## config.mk

```make
export PLATFORM = sky130hd
export DESIGN_NAME = alu_share_arbiter
export DESIGN_NICKNAME = d
export VERILOG_FILES = /design/src/rtl/alu_share_arbiter.sv
export SDC_FILE = /design/constraint.sdc
export NUM_CORES = 1
export LEC_CHECK = 0
export ABC_AREA = 0
export ABC_CLOCK_PERIOD_IN_PS = 4600
export CELL_PAD_IN_SITES_DETAIL_PLACEMENT = 0
export CELL_PAD_IN_SITES_GLOBAL_PLACEMENT = 1
export CORE_MARGIN = 3
export CORE_UTILIZATION = 30
export CTS_CLUSTER_SIZE = 24
export DETAILED_ROUTE_END_ITERATION = 8
export PLACE_DENSITY = 0.83
export RECOVER_POWER = 25
export SYNTH_ARGS = -nofsm -noshare
export SYNTH_HDL_FRONTEND = slang
export SYNTH_SLANG_ARGS = --single-unit
```

## constraint.sdc

```tcl
create_clock -name clk -period 4.6 [get_ports clk]
set_input_delay 1.15 -clock clk [delete_from_list [all_inputs] [get_ports clk]]
set_output_delay 1.15 -clock clk [all_outputs]
set_load 0.005 [all_outputs]
```

## src/rtl/alu_share_arbiter.sv

```systemverilog
// Round-robin arbiter sharing one external combinational logic/arithmetic unit between requesters A and B.
// Optional per-requester saturating grant counters are enabled with `define ALU_ARB_GRANT_CNT_EN.
//
// state | meaning
// IDLE  | waiting for a request; ready is offered to the round-robin winner
// EXEC  | operands held on alu_*; settle counter runs down to zero
// RESP  | result held on rsp_result; waiting for the winner's rsp_ready
module alu_share_arbiter #(
   parameter int W       = 32,
   parameter int OPW     = 3,
   parameter int ALU_LAT = 1
) (
   input  logic           clk,
   input  logic           rst_n,
   input  logic           a_valid,
   output logic           a_ready,
   input  logic [OPW-1:0] a_op,
   input  logic [W-1:0]   a_x,
   input  logic [W-1:0]   a_y,
   output logic           a_rsp_valid,
   input  logic           a_rsp_ready,
   input  logic           b_valid,
   output logic           b_ready,
   input  logic [OPW-1:0] b_op,
   input  logic [W-1:0]   b_x,
   input  logic [W-1:0]   b_y,
   output logic           b_rsp_valid,
   input  logic           b_rsp_ready,
   output logic [W-1:0]   rsp_result,
   output logic [OPW-1:0] alu_op,
   output logic [W-1:0]   alu_a,
   output logic [W-1:0]   alu_b,
   input  logic [W-1:0]   alu_r,
`ifdef ALU_ARB_GRANT_CNT_EN
   output logic [15:0]    grant_cnt_a,
   output logic [15:0]    grant_cnt_b,
`endif
   output logic           busy
);

   typedef enum logic [1:0] {IDLE = 2'd0, EXEC = 2'd1, RESP = 2'd2} state_t;

   localparam logic [3:0] LAT_M1 = 4'(ALU_LAT - 1);

   state_t         state_q, state_d;
   logic           gnt_q, gnt_d;     // 0 = A, 1 = B
   logic           last_q, last_d;
   logic [3:0]     cnt_q, cnt_d;
   logic [OPW-1:0] op_q, op_d;
   logic [W-1:0]   x_q, x_d;
   logic [W-1:0]   y_q, y_d;
   logic [W-1:0]   res_q, res_d;
   logic           win_a, win_b;

   // A wins a tie only when B was served last
   assign win_a = a_valid && (!b_valid || last_q);
   assign win_b = b_valid && !win_a;

   always_ff @(posedge clk or negedge rst_n) begin
      if (!rst_n) begin
         state_q <= IDLE;
         gnt_q   <= 1'b0;
         last_q  <= 1'b1;
         cnt_q   <= '0;
         op_q    <= '0;
         x_q     <= '0;
         y_q     <= '0;
         res_q   <= '0;
      end else begin
         state_q <= state_d;
         gnt_q   <= gnt_d;
         last_q  <= last_d;
         cnt_q   <= cnt_d;
         op_q    <= op_d;
         x_q     <= x_d;
         y_q     <= y_d;
         res_q   <= res_d;
      end
   end

   always_comb begin
      state_d = state_q;
      gnt_d   = gnt_q;
      last_d  = last_q;
      cnt_d   = cnt_q;
      op_d    = op_q;
      x_d     = x_q;
      y_d     = y_q;
      res_d   = res_q;
      a_ready = 1'b0;
      b_ready = 1'b0;
      case (state_q)
         IDLE: begin
            a_ready = win_a;
            b_ready = win_b;
            if (win_a || win_b) begin
               gnt_d   = win_b;
               last_d  = win_b;
               op_d    = win_b ? b_op : a_op;
               x_d     = win_b ? b_x  : a_x;
               y_d     = win_b ? b_y  : a_y;
               cnt_d   = LAT_M1;
               state_d = EXEC;
            end
         end
         EXEC: begin
            if (cnt_q == 4'd0) begin
               res_d   = alu_r;
               state_d = RESP;
            end else begin
               cnt_d = cnt_q - 4'd1;
            end
         end
         RESP: begin
            if (gnt_q ? b_rsp_ready : a_rsp_ready) state_d = IDLE;
         end
         default: state_d = IDLE;
      endcase
   end

   assign a_rsp_valid = (state_q == RESP) && !gnt_q;
   assign b_rsp_valid = (state_q == RESP) &&  gnt_q;
   assign rsp_result  = res_q;
   assign alu_op      = op_q;
   assign alu_a       = x_q;
   assign alu_b       = y_q;
   assign busy        = (state_q != IDLE);

`ifdef ALU_ARB_GRANT_CNT_EN
   logic [15:0] gcnt_a_q, gcnt_b_q;

   always_ff @(posedge clk or negedge rst_n) begin
      if (!rst_n) begin
         gcnt_a_q <= '0;
         gcnt_b_q <= '0;
      end else begin
         if (a_ready && gcnt_a_q != 16'hFFFF) gcnt_a_q <= gcnt_a_q + 16'd1;
         if (b_ready && gcnt_b_q != 16'hFFFF) gcnt_b_q <= gcnt_b_q + 16'd1;
      end
   end

   assign grant_cnt_a = gcnt_a_q;
   assign grant_cnt_b = gcnt_b_q;
`endif

endmodule

```

==> impl_results.md, run 1 <==
* Largest cells by area after synthesis: dfrtp_1 55%, nand2_1 10%, a31oi_1 7.5%
* Worst endpoint data arrival time at 2.65 ns
* Hold Crit Start: rsp_result[8]
* Max-slew headroom at -0.954
* Num ports at 276
* Setup-failing EPs final at 0
* Worst Path Required at 3.45 ns
* Total of max-cap violations at 2
* WHS Path Cells at 1
* Status: finished with violations
* Total GRT Usage at 0.179
* Critical Path, Cell by Cell: dlygate4sd3_1 -> a21bo_2 -> nor2_1 -> clkdlybuf4s50_1
* Total CTS buffers at 9
* Post-DR vias/cell at 4.82
* Worst Setup SP: b_valid
* Cell count of the worst reg-to-reg path at 6
* Placed Cells at 944
* Hold-fix buffers, CTS at 0
* Number of global-route vias before repair at 4826
* Final Wtd Congestion at 0.740
* Largest family of logic cells by synthesized area: compound AO/OA/AOI/OAI gates
* Fin. Hold Viols at 0
* Asr flop ratio synth at 1.00
* Largest net degree at the start of global routing at 69
* Vias post-DR at 4624
* Placement Cell Area at 0.00772 mm2
* Crit path largest cell delay at 0.65 ns
* Worst-path clk slew at 0.07 ns
* Post-DRT Antenna Nets at 0
* Count of cell types in the netlist at 33
* Post-Route WL at 16000 um
* Initial Util at 0.313
* Actual slew at the worst max-slew pin at 2.93 ns
* WP buf/inv at 2
* Post-synth EDFFs at 0
* Placement Setup Slack at 0.867 ns
* CP top delay family: buffers and inverters
* Mean area per synthesized cell at 9.87 um2
* Core box area at 0.0155 mm2
* Buffer count from post-CTS setup fixing at 0
* RR Startpoint: cnt_q[1]
* Maximum clock rate at 263 MHz
* Setup TNS at 0 ns
* Share of layout cells above drive strength 1 at 0.0574
* First-pass GRT wire length at 25500 um
* Clk pwr share at 0.155
* Initial DRC count at 216
* Hpwl dp at 11400 um
* H-tree depth at 3
* Simple-Gate Fraction of Synth Area at 0.127
* Finished Cell Area at 0.00800 mm2
* Clk root buf: clkbuf_16
* Die ar. at 0.0177 mm2
* Comb pwr share at 0.488
* Max Fanout on Critical Path at 6
* Tmin final at 3.80 ns
* CTS resizes at 0
* Worst skew pair latency at 0.34 ns
* P_leak at 3.20 nW
* Levels on crit path at 4
* Die width at 133 um
* FP Rows at 45
* Final Cycle Share at 0.827
* Syn Std Cell Area at 0.00485 mm2
* Max clock buf depth at 2
* Synth Area in Adders at 0.00516
* Switching share of power at 0.338
* Die H at 133 um
* Critical Path Sink Type: primary output
* Syn-to-layout area delta at 65.0%
* Antenna diodes at 0
* Layout Nets at 918
* DRC viols at 0
* CTS tree: done
* Cell-internal power at 3.15 mW
* Worst setup margin at 0.796 ns
* Skew final at 0.00827 ns
* Part of the power in registers at 0.358
* Main flop type after synthesis: dfrtp_1
* Filler Cell Count at 1386
* Max Slew Vio Count at 89
* Power Dens Cells at 594 mW/mm2
* Cell type with the largest total area after synthesis: dfrtp_1
* Routed length per instance at 16.6 um
* GR Overflow Total at 0
* Post-synthesis xor/xnor area fraction at 0
* Max rail drop VDD at 0.000356 V
* Hold WS at 0.491 ns
* Initial antenna violation count at 0
* Pre-Repair DR Iteration Count at 4
* CTS Sinks at 107
* Slowest cell on crit path: dlygate4sd3_1
* Crit Path Category: input port to primary output
* Post-synth top area share at 0.547
* Switching power at 1.61 mW
* Syn Inst Count at 491
* RSZ-0062 raised after global routing: no
* Synthesized Nets at 665
* Mux contribution to synthesized area at 0.0743
* Compound-Gate Fraction of Synth Area at 0.190
* CP Launch Type: input port
* Min-delay worst type: flip-flop to flip-flop
* Failing checks: max-capacitance violations, max-slew violations
* Yosys reg bits at 107
* Finished Layout Cells at 960
* Sequential fraction of the synthesis area at 0.553
* Synth warnings at 0
* I/O Buffers at 275
## power by group through the flow
| stage | combinational (mW) | sequential (mW) | clock [mW] |
|---|---|---|---|
| after detailed placement | 2.35 | 1.71 | 0 |
| after floorplan | 1.00 | 1.72 | 0 |
| after global placement | 2.32 | 1.69 | 0 |
| final | 2.32 | 1.70 | 0.735 |
| after global routing | 2.54 | 1.76 | 0.795 |
| after CTS | 2.35 | 1.70 | 0.762 |
## area by class of cell
type | instances | area (um2) | share of cell area
Timing Repair Buffer | 284 | 2810 | 0.351
Sequential cell | 107 | 2680 | 0.335
Multi-Input combinational cell | 336 | 1940 | 0.243
Tap cell | 211 | 264 | 0.0330
Clock buffer | 11 | 243 | 0.0304
Clock inverter | 5 | 38.8 | 0.00485
Inverter | 6 | 22.5 | 0.00282
## sequential cells by signal, summed over array words and instances (netlist names)
name / count
state_q: 2
rsp_result: 32
alu_b: 32
cnt_q: 4
alu_op: 3
last_q: 1
alu_a: 32
gnt_q: 1
## routing by layer
layer	up-vias	routed length (um)	global-route usage
met5	-	0	0
met4	0	332	0.0617
met3	23	1180	0.0525
met2	189	7600	0.298
met1	2186	6850	0.222
li1	2226	-	-
## placed cells by master (no fill, tap or decap), types with 2 or more instances in the layout
| master | count |
|---|---|
| nand2_1 | 135 |
| a21oi_1 | 70 |
| clkinvlp_4 | 4 |
| mux2_2 | 3 |
| or3_1 | 3 |
| o311ai_0 | 2 |
| dfrtp_1 | 106 |
| a31oi_1 | 58 |
| clkdlybuf4s50_1 | 273 |
| buf_4 | 8 |
| clkbuf_16 | 9 |
| clkbuf_1 | 3 |
| mux2_1 | 29 |
| inv_1 | 6 |
| o21ai_0 | 3 |
| ha_1 | 2 |
| nand2b_1 | 3 |
| nor2_1 | 3 |
| a31oi_2 | 10 |
## worst reg2reg max path, cell delays in order, from the launching register on
cell and delay [ns]:
dfrtp_1 0.38, inv_1 0.07, ha_1 0.20, nor3b_2 0.18
nand2b_1 0.07, clkbuf_1 1.29, o311ai_0 0.42
## cells in the mapped netlist (2+ instances only)
cell and count:
a21oi_1 70, a31oi_1 58, a31oi_2 10, buf_2 17
buf_6 6, clkbuf_1 19, dfrtp_1 106, ha_1 2
inv_1 6, mux2_1 29, mux2_2 3, nand2_1 135
nand2b_1 3, nor2_1 3, o21ai_0 3, o311ai_0 2
or3_1 3
## stage by stage
step	power, mW	util
after global routing	5.10	0.517
after global placement	4.01	0.499
after floorplan	2.72	-
after detailed placement	4.07	0.499
final	4.75	0.517
after CTS	4.82	0.517
## path summary, 6_finish.rpt
kind / to / slack [ns]
min in group asynchronous: rsp_result[23] / 1.75
min: rsp_result[8] / 0.49
max: b_ready / 0.80
max reg2reg: state_q[1] / 1.74
max in group asynchronous: rsp_result[15] / 1.19
min reg2reg: rsp_result[8] / 0.49
## cell families after synthesis
kind of cell	after synthesis
simple gates	153
compound gates	149
flops	107
buf+inv	48
mux	32
fa+ha+maj	2
Power figures use the tool's default switching activity.
==> run 2, diff against run 1 <==
--- a/config.mk
+++ b/config.mk
@@ -6,14 +6,14 @@
 export NUM_CORES = 1
 export LEC_CHECK = 0
 export ABC_AREA = 0
-export ABC_CLOCK_PERIOD_IN_PS = 4600
+export ABC_CLOCK_PERIOD_IN_PS = 3700
 export CELL_PAD_IN_SITES_DETAIL_PLACEMENT = 0
 export CELL_PAD_IN_SITES_GLOBAL_PLACEMENT = 1
 export CORE_MARGIN = 3
-export CORE_UTILIZATION = 30
+export CORE_UTILIZATION = 28
 export CTS_CLUSTER_SIZE = 24
 export DETAILED_ROUTE_END_ITERATION = 8
-export PLACE_DENSITY = 0.83
+export PLACE_DENSITY = 0.78
 export RECOVER_POWER = 25
 export SYNTH_ARGS = -nofsm -noshare
 export SYNTH_HDL_FRONTEND = slang
==> constraint.sdc (replaced) <==
create_clock -name clk -period 3.7 [get_ports clk]
set_input_delay 0.925 -clock clk [delete_from_list [all_inputs] [get_ports clk]]
set_output_delay 0.925 -clock clk [all_outputs]
set_load 0.005 [all_outputs]
==> impl_results.md, run 2 (synthesis gave the netlist of run 1 again) <==
* CTS tree: done (unchanged)
* Skew final at 0.00662 ns (was 0.00827 ns)
* Layout Nets at 917 (was 918)
* Largest net degree at the start of global routing at 70 (was 69)
* GR Overflow Total at 0 (unchanged)
* CP Launch Type: input port (unchanged)
* Die H at 138 um (was 133 um)
* Pre-Repair DR Iteration Count at 6 (was 4)
* CTS Sinks at 107 (unchanged)
* Max Fanout on Critical Path at 6 (unchanged)
* Part of the power in registers at 0.349 (was 0.358)
* Initial Util at 0.289 (was 0.313)
* Actual slew at the worst max-slew pin at 2.25 ns (was 2.93 ns)
* Post-DRT Antenna Nets at 0 (unchanged)
* Final Cycle Share at 0.897
* Hpwl dp at 11300 um (was 11400 um)
* Slowest cell on crit path: clkdlybuf4s50_1 (was dlygate4sd3_1)
* Antenna diodes at 0 (unchanged)
* Clk pwr share at 0.172 (was 0.155)
* Worst skew pair latency at 0.35 ns (was 0.34 ns)
* Filler Cell Count at 1561 (was 1386)
* Critical path's most frequent cell: clkdlybuf4s50_1
* FP Rows at 47 (was 45)
* Setup TNS at 0 ns (unchanged)
* Die width at 138 um (was 133 um)
* Critical Path, Cell by Cell: clkdlybuf4s50_1 -> nand2_1 -> a21oi_1 -> clkdlybuf4s50_1 (was dlygate4sd3_1 -> a21bo_2 -> nor2_1 -> clkdlybuf4s50_1)
* Setup-failing EPs final at 0 (unchanged)
* First-pass GRT wire length at 24700 um (was 25500 um)
* Final Wtd Congestion at 0.753 (was 0.740)
* Number of global-route vias before repair at 4664 (was 4826)
* RSZ-0062 raised after global routing: no (unchanged)
* Max rail drop VDD at 0.000302 V (was 0.000356 V)
* Hold-fix buffers, CTS at 0 (unchanged)
* Routed length per instance at 16.7 um (was 16.6 um)
* Power Dens Cells at 749 mW/mm2 (was 594 mW/mm2)
* Worst-path clk slew at 0.07 ns (about the same)
* I/O Buffers at 275 (unchanged)
* Syn-to-layout area delta at 66.6% (was 65.0%)
* Fin. Hold Viols at 0 (unchanged)
* Max clock buf depth at 2 (unchanged)
* Commonest non-fill, non-tap cell in the layout: clkdlybuf4s50_1 (unchanged)
* Core box area at 0.0168 mm2 (was 0.0155 mm2)
* Max-slew headroom at -0.501 (was -0.954)
* Total GRT Usage at 0.166 (was 0.179)
* Total CTS buffers at 9 (unchanged)
* Buffer count from post-CTS setup fixing at 0 (unchanged)
* Crit path largest cell delay at 0.62 ns (was 0.65 ns)
* Comb pwr share at 0.479 (was 0.488)
* Clk root buf: clkbuf_16 (unchanged)
* Critical Path Sink Type: primary output (unchanged)
* P_leak at 3.24 nW (was 3.20 nW)
* Total of max-cap violations at 1 (was 2)
* Worst endpoint data arrival time at 2.39 ns (was 2.65 ns)
* Max Slew Vio Count at 41 (was 89)
* Tmin final at 3.32 ns
* Post-DR vias/cell at 4.80 (was 4.82)
* Initial DRC count at 271 (was 216)
* Initial antenna violation count at 0 (unchanged)
* Cell-internal power at 4.05 mW (was 3.15 mW)
* Sequential cell area at 0.00268 mm2 (unchanged)
* Area of the multi-input gates at 0.00194 mm2 (unchanged)
* Post-Route WL at 16100 um (was 16000 um)
* Maximum clock rate at 301 MHz
* CTS resizes at 0 (unchanged)
* Switching share of power at 0.331 (was 0.338)
* Vias post-DR at 4649 (was 4624)
* Share of layout cells above drive strength 1 at 0.0561 (was 0.0574)
* Fin util at 0.482 (was 0.517)
* DRC viols at 0 (unchanged)
* Worst Path Required at 2.77 ns (was 3.45 ns)
* Worst setup margin at 0.383 ns (was 0.796 ns)
* Failing checks: max-capacitance violations, max-slew violations (unchanged)
* Placement Setup Slack at 0.367 ns (was 0.867 ns)
* Status: finished with violations (unchanged)
* Most frequent cells in the layout: 274 x clkdlybuf4s50_1, 135 x nand2_1, 106 x dfrtp_1, 70 x a21oi_1, 58 x a31oi_1 (was 273 x clkdlybuf4s50_1, 135 x nand2_1, 106 x dfrtp_1, 70 x a21oi_1, 58 x a31oi_1)
* H-tree depth at 3 (unchanged)
* Switching power at 2.00 mW (was 1.61 mW)
* Die ar. at 0.0189 mm2 (was 0.0177 mm2)
* Min-delay worst type: flip-flop to flip-flop (unchanged)
* Num ports at 276 (unchanged)
* Crit Path Category: input port to primary output (unchanged)
==> run 2: cell count changes in the layout (fill, tap and decap cells not counted), moves of 2 or more <==
| cell | delta |
|---|---|
| inv_6 | +2 |
| bufinv_16 | +2 |
| buf_4 | -3 |
| buf_12 | +3 |
| clkinvlp_4 | -3 |
==> run 2: area by class of cell <==
type / count / area share
inverters: 6 / 0.00279
well taps: 220 / 0.0341
repair buffers: 283 / 0.352
clock buffers: 11 / 0.0288
clock inverters: 5 / 0.0105
flip-flops and latches: 107 / 0.332
multi-input cells: 336 / 0.240
==> run 2: critical path: cells and delay by family <==
kind            cells  cell delay (ns)
buf+inv             2             1.17
compound gates      1             0.21
simple gates        1             0.08
==> run 2: through the flow <==
stage / cell area [um2] / power, mW / hold WS [ns] / instances
floorplan: 4850 / 3.38 / 0.489 / 491
global placement: 7760 / 5.02 / 0.472 / 952
detailed placement: 7760 / 5.09 / 0.480 / 952
CTS: 8080 / 6.16 / 0.497 / 968
global route: 8080 / 6.50 / 0.511 / 968
finish: 8080 / 6.05 / 0.491 / 968
==> run 2: routing by layer <==
layer | part of all wire | up-vias | wire length, um | track usage
met5 | 0 | - | 0 | 0
met4 | 0.015 | 0 | 245 | 0.0466
met3 | 0.096 | 17 | 1550 | 0.0599
met2 | 0.48 | 207 | 7720 | 0.274
met1 | 0.41 | 2206 | 6620 | 0.206
li1 | - | 2219 | - | -
==> run 2: power groups by stage <==
| stage | clock network [mW] | registers (mW) | logic, mW |
|---|---|---|---|
| floorplan | 0 | 2.14 | 1.25 |
| global placement | 0 | 2.11 | 2.92 |
| detailed placement | 0 | 2.13 | 2.96 |
| CTS | 1.07 | 2.12 | 2.96 |
| global route | 1.13 | 2.19 | 3.19 |
| finish | 1.04 | 2.11 | 2.90 |
==> run 2: path summary, 6_finish.rpt <==
check                          startpoint             end  slack [ns]  cells past startpoint
hold / removal             rsp_result[26]  rsp_result[26]        0.49                      1
min in group asynchronous           rst_n  rsp_result[23]        1.23                      1
setup / recovery                  a_valid         a_ready        0.38                      4
max in group asynchronous           rst_n          last_q        1.16                      2
setup reg to reg               state_q[0]        alu_b[0]        1.48                      5
hold reg to reg            rsp_result[26]  rsp_result[26]        0.49                      1
